[src/rtl/id_ex_hazard_reg_pkg.sv]
// rtl/id_ex_hazard_reg_pkg.sv - rv32i opcode encodings, hazard FSM states and NOP field values
package id_ex_hazard_reg_pkg;

  typedef enum logic [6:0] {
    op_lui   = 7'b0110111,
    op_auipc = 7'b0010111,
    op_jal   = 7'b1101111,
    op_jalr  = 7'b1100111,
    op_br    = 7'b1100011,
    op_load  = 7'b0000011,
    op_store = 7'b0100011,
    op_imm   = 7'b0010011,
    op_reg   = 7'b0110011,
    op_csr   = 7'b1110011
  } rv32i_opcode;

  typedef enum logic [1:0] {
    RUN    = 2'd0,
    BUBBLE = 2'd1,
    HOLD   = 2'd2
  } hazard_state_t;

  localparam logic       NOP_VALID        = 1'b0;
  localparam logic       NOP_LOAD_REGFILE = 1'b0;
  localparam logic [6:0] NOP_OPCODE       = 7'b0000000;
  localparam logic [4:0] NOP_RD           = 5'd0;

  function automatic logic uses_rs1(input logic [6:0] op);
    case (op)
      op_jalr, op_br, op_load, op_store, op_imm, op_reg: uses_rs1 = 1'b1;
      default:                                           uses_rs1 = 1'b0;
    endcase
  endfunction

  function automatic logic uses_rs2(input logic [6:0] op);
    case (op)
      op_br, op_store, op_reg: uses_rs2 = 1'b1;
      default:                 uses_rs2 = 1'b0;
    endcase
  endfunction

endpackage

[src/rtl/id_ex_hazard_reg_sat_counter.sv]
// rtl/id_ex_hazard_reg_sat_counter.sv - event counter that sticks at all-ones
module sat_counter #(
  parameter int W = 32
) (
  input  logic         clk,
  input  logic         rst,
  input  logic         inc,
  input  logic         clear,
  output logic [W-1:0] count
);

  always_ff @(posedge clk) begin
    if (!rst || clear) begin
      count <= '0;
    end else if (inc && (count != {W{1'b1}})) begin
      count <= count + W'(1);
    end
  end

endmodule

[src/rtl/id_ex_hazard_reg.sv]
// rtl/id_ex_hazard_reg.sv - ID/EX pipeline register with load-use bubble, stall freeze and flush
module id_ex_hazard_reg
  import id_ex_hazard_reg_pkg::*;
#(
  parameter int CTRL_W = 32,
  parameter int CNT_W  = 32
) (
  input  logic              clk,
  input  logic              rst,
  input  logic              mem_stall,
  input  logic              flush,
  input  logic              id_valid,
  input  logic [31:0]       id_pc,
  input  logic [6:0]        id_opcode,
  input  logic [4:0]        id_rs1,
  input  logic [4:0]        id_rs2,
  input  logic [4:0]        id_rd,
  input  logic              id_load_regfile,
  input  logic [3:0]        id_regfilemux_sel,
  input  logic [CTRL_W-1:0] id_ctrl,
  input  logic [31:0]       fwd_rs1_data,
  input  logic [31:0]       fwd_rs2_data,
  output logic              ex_valid,
  output logic [31:0]       ex_pc,
  output logic [6:0]        ex_opcode,
  output logic [4:0]        ex_rs1,
  output logic [4:0]        ex_rs2,
  output logic [4:0]        ex_rd,
  output logic              ex_load_regfile,
  output logic [3:0]        ex_regfilemux_sel,
  output logic [CTRL_W-1:0] ex_ctrl,
  output logic [31:0]       ex_rs1_out,
  output logic [31:0]       ex_rs2_out,
  output logic              id_hold,
  output logic [CNT_W-1:0]  bubble_cnt,
  output logic [CNT_W-1:0]  hold_cnt,
  output logic [CNT_W-1:0]  flush_cnt,
  output hazard_state_t     state
);

  logic lu;
  logic do_bubble;
  logic do_flush;
  logic capture;
  logic load_nop;

  // x0 is excluded so a load into x0 never stalls its consumer
  assign lu = ex_valid && (ex_opcode == op_load) && (ex_rd != 5'd0) && id_valid &&
              ((uses_rs1(id_opcode) && (id_rs1 == ex_rd)) ||
               (uses_rs2(id_opcode) && (id_rs2 == ex_rd)));

  assign do_flush  = !mem_stall && flush;
  assign do_bubble = !mem_stall && !flush && lu;
  assign capture   = !mem_stall && !flush && !lu && id_valid;
  assign load_nop  = !mem_stall && !capture;
  assign id_hold   = mem_stall || (lu && !flush);

  always_ff @(posedge clk) begin
    if (!rst || load_nop) begin
      ex_valid          <= NOP_VALID;
      ex_pc             <= '0;
      ex_opcode         <= NOP_OPCODE;
      ex_rs1            <= '0;
      ex_rs2            <= '0;
      ex_rd             <= NOP_RD;
      ex_load_regfile   <= NOP_LOAD_REGFILE;
      ex_regfilemux_sel <= '0;
      ex_ctrl           <= '0;
      ex_rs1_out        <= '0;
      ex_rs2_out        <= '0;
    end else if (capture) begin
      ex_valid          <= 1'b1;
      ex_pc             <= id_pc;
      ex_opcode         <= id_opcode;
      ex_rs1            <= id_rs1;
      ex_rs2            <= id_rs2;
      ex_rd             <= id_rd;
      ex_load_regfile   <= id_load_regfile;
      ex_regfilemux_sel <= id_regfilemux_sel;
      ex_ctrl           <= id_ctrl;
      ex_rs1_out        <= fwd_rs1_data;
      ex_rs2_out        <= fwd_rs2_data;
    end
  end

  // State only mirrors which priority branch won; nothing downstream depends on it
  always_ff @(posedge clk) begin
    if (!rst) begin
      state <= RUN;
    end else if (mem_stall) begin
      state <= HOLD;
    end else if (do_bubble) begin
      state <= BUBBLE;
    end else begin
      state <= RUN;
    end
  end

  sat_counter #(.W(CNT_W)) u_bubble_cnt (
    .clk   (clk),
    .rst   (rst),
    .inc   (do_bubble),
    .clear (1'b0),
    .count (bubble_cnt)
  );

  sat_counter #(.W(CNT_W)) u_hold_cnt (
    .clk   (clk),
    .rst   (rst),
    .inc   (mem_stall),
    .clear (1'b0),
    .count (hold_cnt)
  );

  sat_counter #(.W(CNT_W)) u_flush_cnt (
    .clk   (clk),
    .rst   (rst),
    .inc   (do_flush),
    .clear (1'b0),
    .count (flush_cnt)
  );

endmodule

[config.mk]
export PLATFORM = sky130hd
export DESIGN_NAME = id_ex_hazard_reg
export DESIGN_NICKNAME = d
export VERILOG_FILES = /design/src/rtl/id_ex_hazard_reg_pkg.sv /design/src/rtl/id_ex_hazard_reg_sat_counter.sv /design/src/rtl/id_ex_hazard_reg.sv
export SDC_FILE = /design/constraint.sdc
export NUM_CORES = 1
export LEC_CHECK = 0
export BUFFER_PORTS_ARGS = -buffer_cell sky130_fd_sc_hd__buf_2
export CORE_MARGIN = 1
export CORE_UTILIZATION = 50
export CTS_CLUSTER_SIZE = 8
export DETAILED_ROUTE_END_ITERATION = 10
export PLACE_DENSITY = 0.78
export SLEW_MARGIN = 15
export SYNTH_ARGS = -nofsm -noshare
export SYNTH_HDL_FRONTEND = slang
export SYNTH_HIERARCHICAL = 1
export SYNTH_SLANG_ARGS = --single-unit
[constraint.sdc]
create_clock -name clk -period 8.5 [get_ports clk]
set_clock_uncertainty 0.05 [all_clocks]
set_input_delay 1.7 -clock clk [delete_from_list [all_inputs] [get_ports clk]]
set_output_delay 1.7 -clock clk [all_outputs]
set_load 0.005 [all_outputs]
==> run metrics, run 1 <==
grt ovf=0; Setup crit start kind=input port; Pwr Density=167 mW/mm^2; crit-path max FO=60; starting DRC count in detailed routing=1720; Critical Path Max Stage Delay=0.65 ns; status=finished, final reports clean; Clk pin slew, worst setup/hold paths=roughly 0.050 ns; Post-Syn Instances=1525; io pins=415; crit share post-route=59.6%; reg2reg setup slack=4.23 ns; Max Cap Violations=0; # fillers=2270; setup_tns=0 ns; sequential fraction of the synthesis area=38.5%; Max H-tree Level=2; Hold Path Sink=u_hold_cnt/count[11]$_SDFFE_PP0P_; FP Rows=just under 60; vias in the first global route=12.4k; FFs w/ async S/R, synth=0%; Peak supply drop=roughly 0.00014 V; number of buffers added on ports=414; CTS Root Cell=clkbuf_16; share of cells above drive strength 1=27.3%; reg2reg start=ex_rd[1]$_SDFFE_PP0P_; f_max=197 MHz; endpoints failing setup=0; fin. max-slew vios=0; WP data arrival=5.44 ns; Crit. End Element=register; Post-Syn Area=0.0132 sq mm; number of detailed-route iterations in the first pass=6; Slew Limit Headroom=a little under a quarter; Worst Hold Class=reg2reg; Post-synth EDFFs=0; WP data required=8.87 ns; Worst Reg-to-Reg Cells=9; hold-critical path depth=2; Worst path slowest cell=nor3_1; all-layer global routing usage=29.7%; Die Wd=164 um; Post-CTS Setup Repair Bufs=0; fin crit period=5.07 ns; Synth cell types=55; reg2reg end=u_bubble_cnt/count[28]$_SDFFE_PP0P_; number of clock buffers inserted by TritonCTS=37; GP Congestion=0.934; Post-route DRC=0; Syn Area/Cell=just under 9 sq um; Resized Gates After CTS=0; Placed Area=0.0151 sq mm; Leak=6.48 nW; RSZ-0062 raised after global routing=no; final worst slack=3.43 ns; DR WL/cell=19.8 um; TritonCTS clock tree=built; Final Hold Viols=0; Crit Path Class=in2reg; pin count of the biggest net entering global routing=~120; Post-synth top flop=dfxtp_1; Final #Nets=2004; antenna-violating nets left=0; Layout area overhead=22.6%; core area=approximately 0.026 sq mm; Initial Util=50.8%; HPWL Detailed=28200 um; initial antenna violation count=6; via count=~14k; actual slew at the worst max-slew pin=~1.2 ns; vias per std cell=around 6.4; CP Cell Sequence=buf_2 -> xnor2_1 -> nand4_1 -> o22a_4 -> or4_1 -> nor3_1 -> nand4_2 -> or4_4 -> or3_1 -> a21oi_1; Die Y=164 um; Seq cells post-synth=254; Final Cell Area=0.0162 sq mm; TritonCTS Sinks=254; post-layout util=62.3%; pre-CTS setup slack=2.89 ns; clk buf depth=3; yosys warns=6; Worst Hold Launch=u_hold_cnt/count[11]$_SDFFE_PP0P_; Routed WL=43300 um; flip-flop and latch area=0.00508 sq mm; first-pass GRT wire length=65600 um; Clock Latency Late Sink=0.50 ns; Die ar.=0.0270 sq mm; Multi-input gate area=~0.0074 sq mm; hold_buf cts=0
-- cells by family (layout without fill, tap and decap cells) --
group / after synthesis / in the layout / share of synthesized area (%)
flops: 254 / 254 / 38.5
buf+inv: 169 / 483 / 5.79
mux: 3 / 3 / 0.228
simple gates: 453 / 453 / 20.8
other cells: 1 / 12 / 0.0284
compound gates: 596 / 596 / 31.3
fa+ha+maj: 3 / 3 / 0.285
xor+xnor: 46 / 46 / 3.05
-- stage by stage --
| step | hold WS, ns | power, mW | std cells |
|---|---|---|---|
| 2_1_floorplan | 0.427 | 1.34 | 1530 |
| 3_5_place_dp | 0.437 | 1.43 | 2136 |
| 3_3_place_gp | 0.424 | 1.42 | 2136 |
| 4_1_cts | 0.447 | 2.73 | 2178 |
| 5_1_grt | 0.472 | 2.80 | 2184 |
| 6_report | 0.441 | 2.71 | 2185 |
-- flip-flops by register name, summed over array words and instances, names as in the netlist --
signal	cells
ex_rd	5
ex_regfilemux_sel	4
u_flush_cnt/count	32
ex_load_regfile	1
ex_rs2	5
ex_rs2_out	32
ex_opcode	7
ex_pc	32
u_bubble_cnt/count	32
ex_valid	1
ex_rs1_out	32
ex_rs1	5
ex_ctrl	32
state	2
u_hold_cnt/count	32
-- how the worst max path moves through the flow --
stage                      start                             endpoint  depth (start not counted)  slack [ns]
CTS                    id_rs2[0]  u_bubble_cnt/count[23]$_SDFFE_PP0P_                          9        3.41
global route           id_rs2[0]  u_bubble_cnt/count[28]$_SDFFE_PP0P_                         10        3.28
floorplan           id_opcode[3]                              id_hold                          6        3.86
detailed placement     id_rs2[0]  u_bubble_cnt/count[23]$_SDFFE_PP0P_                          9        2.89
finish                 id_rs2[0]  u_bubble_cnt/count[28]$_SDFFE_PP0P_                         10        3.43
global placement       id_rs2[0]  u_bubble_cnt/count[17]$_SDFFE_PP0P_                          9        3.00
-- power breakdown --
group          internal [mW]  switching, mW
clock                  0.804          0.498
sequential              1.21         0.0132
combinational         0.0748          0.109
-- cell usage in the layout, fill, tap and decap left out, types with 4 or more instances in the layout --
| cell type | synthesis | routed |
|---|---|---|
| nor3_1 | 5 | 5 |
| and3_1 | 9 | 9 |
| a211oi_1 | 9 | 9 |
| a22oi_1 | 148 | 148 |
| a31oi_1 | 154 | 154 |
| conb_1 | 1 | 6 |
| nor4_1 | 13 | 13 |
| nor2_1 | 56 | 55 |
| diode_2 | 0 | 6 |
| or3_1 | 21 | 21 |
| xnor2_1 | 43 | 43 |
| o211ai_1 | 161 | 161 |
| buf_4 | 3 | 16 |
| or4_1 | 32 | 32 |
| dfxtp_1 | 254 | 254 |
| o21ai_0 | 16 | 16 |
| nand3_1 | 26 | 26 |
| a32o_1 | 4 | 4 |
| nand2_1 | 56 | 55 |
| clkbuf_16 | 0 | 39 |
| inv_1 | 10 | 10 |
| nand2b_1 | 6 | 6 |
| nand4_1 | 27 | 27 |
| o31ai_1 | 27 | 27 |
| a21oi_1 | 57 | 57 |
| buf_2 | 35 | 414 |
| nor2b_1 | 152 | 152 |
| and4_1 | 19 | 19 |
-- Yosys cell counts, types with 4 or more instances --
| cell | count | area share, % |
|---|---|---|
| dfxtp_1 | 254 | 39 |
| o211ai_1 | 161 | 9.2 |
| a31oi_1 | 154 | 7.3 |
| nor2b_1 | 152 | 7.2 |
| a22oi_1 | 148 | 8.4 |
| clkbuf_1 | 110 | 3.1 |
| a21oi_1 | 57 | 2.2 |
| nand2_1 | 56 | 1.6 |
| nor2_1 | 56 | 1.6 |
| xnor2_1 | 43 | 2.9 |
| buf_2 | 35 | 1.3 |
| or4_1 | 32 | 1.8 |
| nand4_1 | 27 | 1.3 |
| o31ai_1 | 27 | 1.5 |
| nand3_1 | 26 | 0.99 |
| or3_1 | 21 | 1.0 |
| and4_1 | 19 | 1.3 |
| o21ai_0 | 16 | 0.61 |
| nor4_1 | 13 | 0.62 |
| buf_6 | 10 | 0.85 |
| inv_1 | 10 | 0.28 |
| a211oi_1 | 9 | 0.51 |
| and3_1 | 9 | 0.43 |
| nand2b_1 | 6 | 0.28 |
| nor3_1 | 5 | 0.19 |
| a32o_1 | 4 | 0.30 |
-- critical path, delay by kind of cell --
family / cells / cell delay, ns
AND/OR/NAND/NOR: 6 / 2.71
buffers and inverters: 1 / 0.12
XOR/XNOR: 1 / 0.15
AO/OA/AOI/OAI: 2 / 0.74
-- routing by layer --
layer	vias up	wire length, um	share of wire, %	global-route usage, %
met5	-	10	0.023	0
met1	6583	17500	40	37.4
met3	120	3940	9.1	7.58
li1	6548	-	-	-
met4	2	1640	3.8	12.8
met2	666	20200	47	47.9
-- area by class of cell --
class / count / share of cell area [%]
multi-input cells: 1107 / 45.9
flip-flops and latches: 254 / 31.4
repair buffers: 431 / 13.7
clock buffers: 41 / 6.08
well taps: 335 / 2.59
inverters: 10 / 0.232
diodes: 6 / 0.0928
clock inverters: 1 / 0.0541
Note: power is estimated with default switching activity, not from simulation.
==> run 2, diff against run 1 <==
- clock period: 8.5 -> 5.3 ns (I/O delays scaled with it)
==> run 2 against run 1 <==
  * Combinational power increased by 64%
  * Non-clock buffer count up 5
  * Largest cell class unchanged
  * Die area unchanged
  * Sequential power rose by 61%
  * Register-to-register slack worse by 2.7 ns
==> run metrics, run 2 (synthesis results as in run 1) <==
status=finished, final reports clean (unchanged); pin count of the biggest net entering global routing=150 (was 123); setup_tns=0 ns (unchanged); Post-CTS Setup Repair Bufs=0 (unchanged); TritonCTS Sinks=254 (unchanged); fin crit period=approximately 3.9 ns; io pins=415 (unchanged); Worst Hold Class=reg2reg (unchanged); crit share post-route=73.3%; WP data required=5.68 ns (was 8.87 ns); Crit. End Element=register (unchanged); Die Y=164 um (unchanged); vias per std cell=6.36 (was 6.37); all-layer global routing usage=30.1% (was 29.7%); TritonCTS clock tree=built (unchanged); hold_buf cts=0 (unchanged); Final Cell Area=0.0163 sq mm (was 0.0162 sq mm); f_max=roughly 260 MHz; Max H-tree Level=2 (unchanged); commonest cells after routing, fill and taps aside=414 x buf_2, 254 x dfxtp_1, 161 x o211ai_1, 154 x a31oi_1, 152 x nor2b_1 (unchanged); crit-path max FO=63 (was 60); fin. max-slew vios=0 (unchanged); first-pass GRT wire length=66100 um (was 65600 um); Final #Nets=2009 (was 2004); Routed WL=43900 um (was 43300 um); HPWL Detailed=28300 um (was 28200 um); FP Rows=59 (unchanged); leading cell type in the layout, fill and taps excluded=buf_2 (unchanged); Pwr Density=269 mW/mm^2 (was 167 mW/mm^2); WP data arrival=4.26 ns (was 5.44 ns); # fillers=2275 (was 2270); Leak=6.53 nW (was 6.48 nW); Setup crit start kind=input port (unchanged); actual slew at the worst max-slew pin=1.15 ns (about the same); Critical Path Source=id_rs2[1] (was id_rs2[0]); via count=13.9k (about the same); Die ar.=0.0270 sq mm (unchanged); number of clock buffers inserted by TritonCTS=37 (unchanged); antenna-violating nets left=0 (unchanged); Worst Reg-to-Reg Cells=10 (was 9); starting DRC count in detailed routing=1641 (was 1720); vias in the first global route=12.5k (was 12.4k); Clk pin slew, worst setup/hold paths=0.05 ns (about the same); Max Cap Violations=0 (unchanged); number of buffers added on ports=414 (unchanged); Die Wd=164 um (unchanged); share of cells above drive strength 1=27.5% (was 27.3%); Crit Path Class=in2reg (unchanged); GP Congestion=0.907 (was 0.934); Hold WS=0.438 ns (was 0.441 ns); Peak supply drop=0.000252 V (was 0.000140 V); Clock Latency Late Sink=0.50 ns (about the same); CP endpoint=u_bubble_cnt/count[28]$_SDFFE_PP0P_ (unchanged); RSZ-0062 raised after global routing=no (unchanged); DR WL/cell=20.0 um (was 19.8 um); Post-route DRC=0 (unchanged); initial antenna violation count=6 (unchanged); CTS Root Cell=clkbuf_16 (unchanged); core area=0.0260 sq mm (unchanged); reg2reg setup slack=1.57 ns (was 4.23 ns); Placed Area=0.0153 sq mm (was 0.0151 sq mm); reg2reg end=u_bubble_cnt/count[28]$_SDFFE_PP0P_ (unchanged); endpoints failing setup=0 (unchanged); total design power=4.37 mW (was 2.71 mW); Slew Limit Headroom=23.2% (about the same); number of detailed-route iterations in the first pass=6 (unchanged); grt ovf=0 (unchanged); Initial Util=50.8% (unchanged); Worst Hold Launch=u_hold_cnt/count[11]$_SDFFE_PP0P_ (unchanged); clk buf depth=3 (unchanged); Layout area overhead=23.4% (was 22.6%); Final Hold Viols=0 (unchanged); reg2reg start=ex_rd[1]$_SDFFE_PP0P_ (unchanged); Resized Gates After CTS=0 (unchanged)
-- run 2: how the worst min path moves through the flow --
stage	endpoint	slack, ns	depth (start not counted)
CTS	u_hold_cnt/count[11]$_SDFFE_PP0P_	0.44	2
global placement	u_flush_cnt/count[11]$_SDFFE_PP0P_	0.42	2
floorplan	u_bubble_cnt/count[11]$_SDFFE_PP0P_	0.43	2
detailed placement	u_hold_cnt/count[11]$_SDFFE_PP0P_	0.43	2
global route	u_hold_cnt/count[11]$_SDFFE_PP0P_	0.47	2
finish	u_hold_cnt/count[11]$_SDFFE_PP0P_	0.44	2
-- run 2: through the flow --
stage                     setup WS, ns  std cells  util, %
final                             1.42       2191     62.6
after global routing              1.23       2189     62.6
after CTS                         1.38       2184     62.6
after detailed placement         0.874       2142     58.7
after global placement           0.930       2142     58.7
after floorplan                   1.51       1530        -
-- run 2: cell type report --
type                            count  area, sq um  share of cell area [%]
Timing Repair Buffer              436         2300                    14.1
Antenna cell                        7         17.5                   0.108
Clock buffer                       41          983                    6.04
Sequential cell                   254         5080                    31.2
Inverter                           10         37.5                   0.231
Multi-Input combinational cell   1107         7420                    45.6
Tap cell                          335          419                    2.58
Clock inverter                      1         8.76                  0.0538
-- run 2: power by group --
part | switching (mW) | internal, mW | total, mW
clock network | 0.818 | 1.29 | 2.11
registers | 0.0212 | 1.94 | 1.96
logic | 0.177 | 0.124 | 0.301
-- run 2: per-layer routing --
metal	track usage [%]	wire, um	up-vias
li1	-	-	6556
met1	38.4	18100	6631
met2	47.3	20200	642
met3	7.16	3670	114
met4	15.2	1910	0
met5	0	0	-
-- run 2: critical path, cell delays in order --
cell,delay [ns]
buf_2,0.11
xnor2_1,0.14
nand4_1,0.36
o22a_4,0.61
or4_1,0.54
nor3_1,0.16
buf_4,0.18
nand4_2,0.16
or4_4,0.49
or3_1,0.32
a21oi_1,0.14
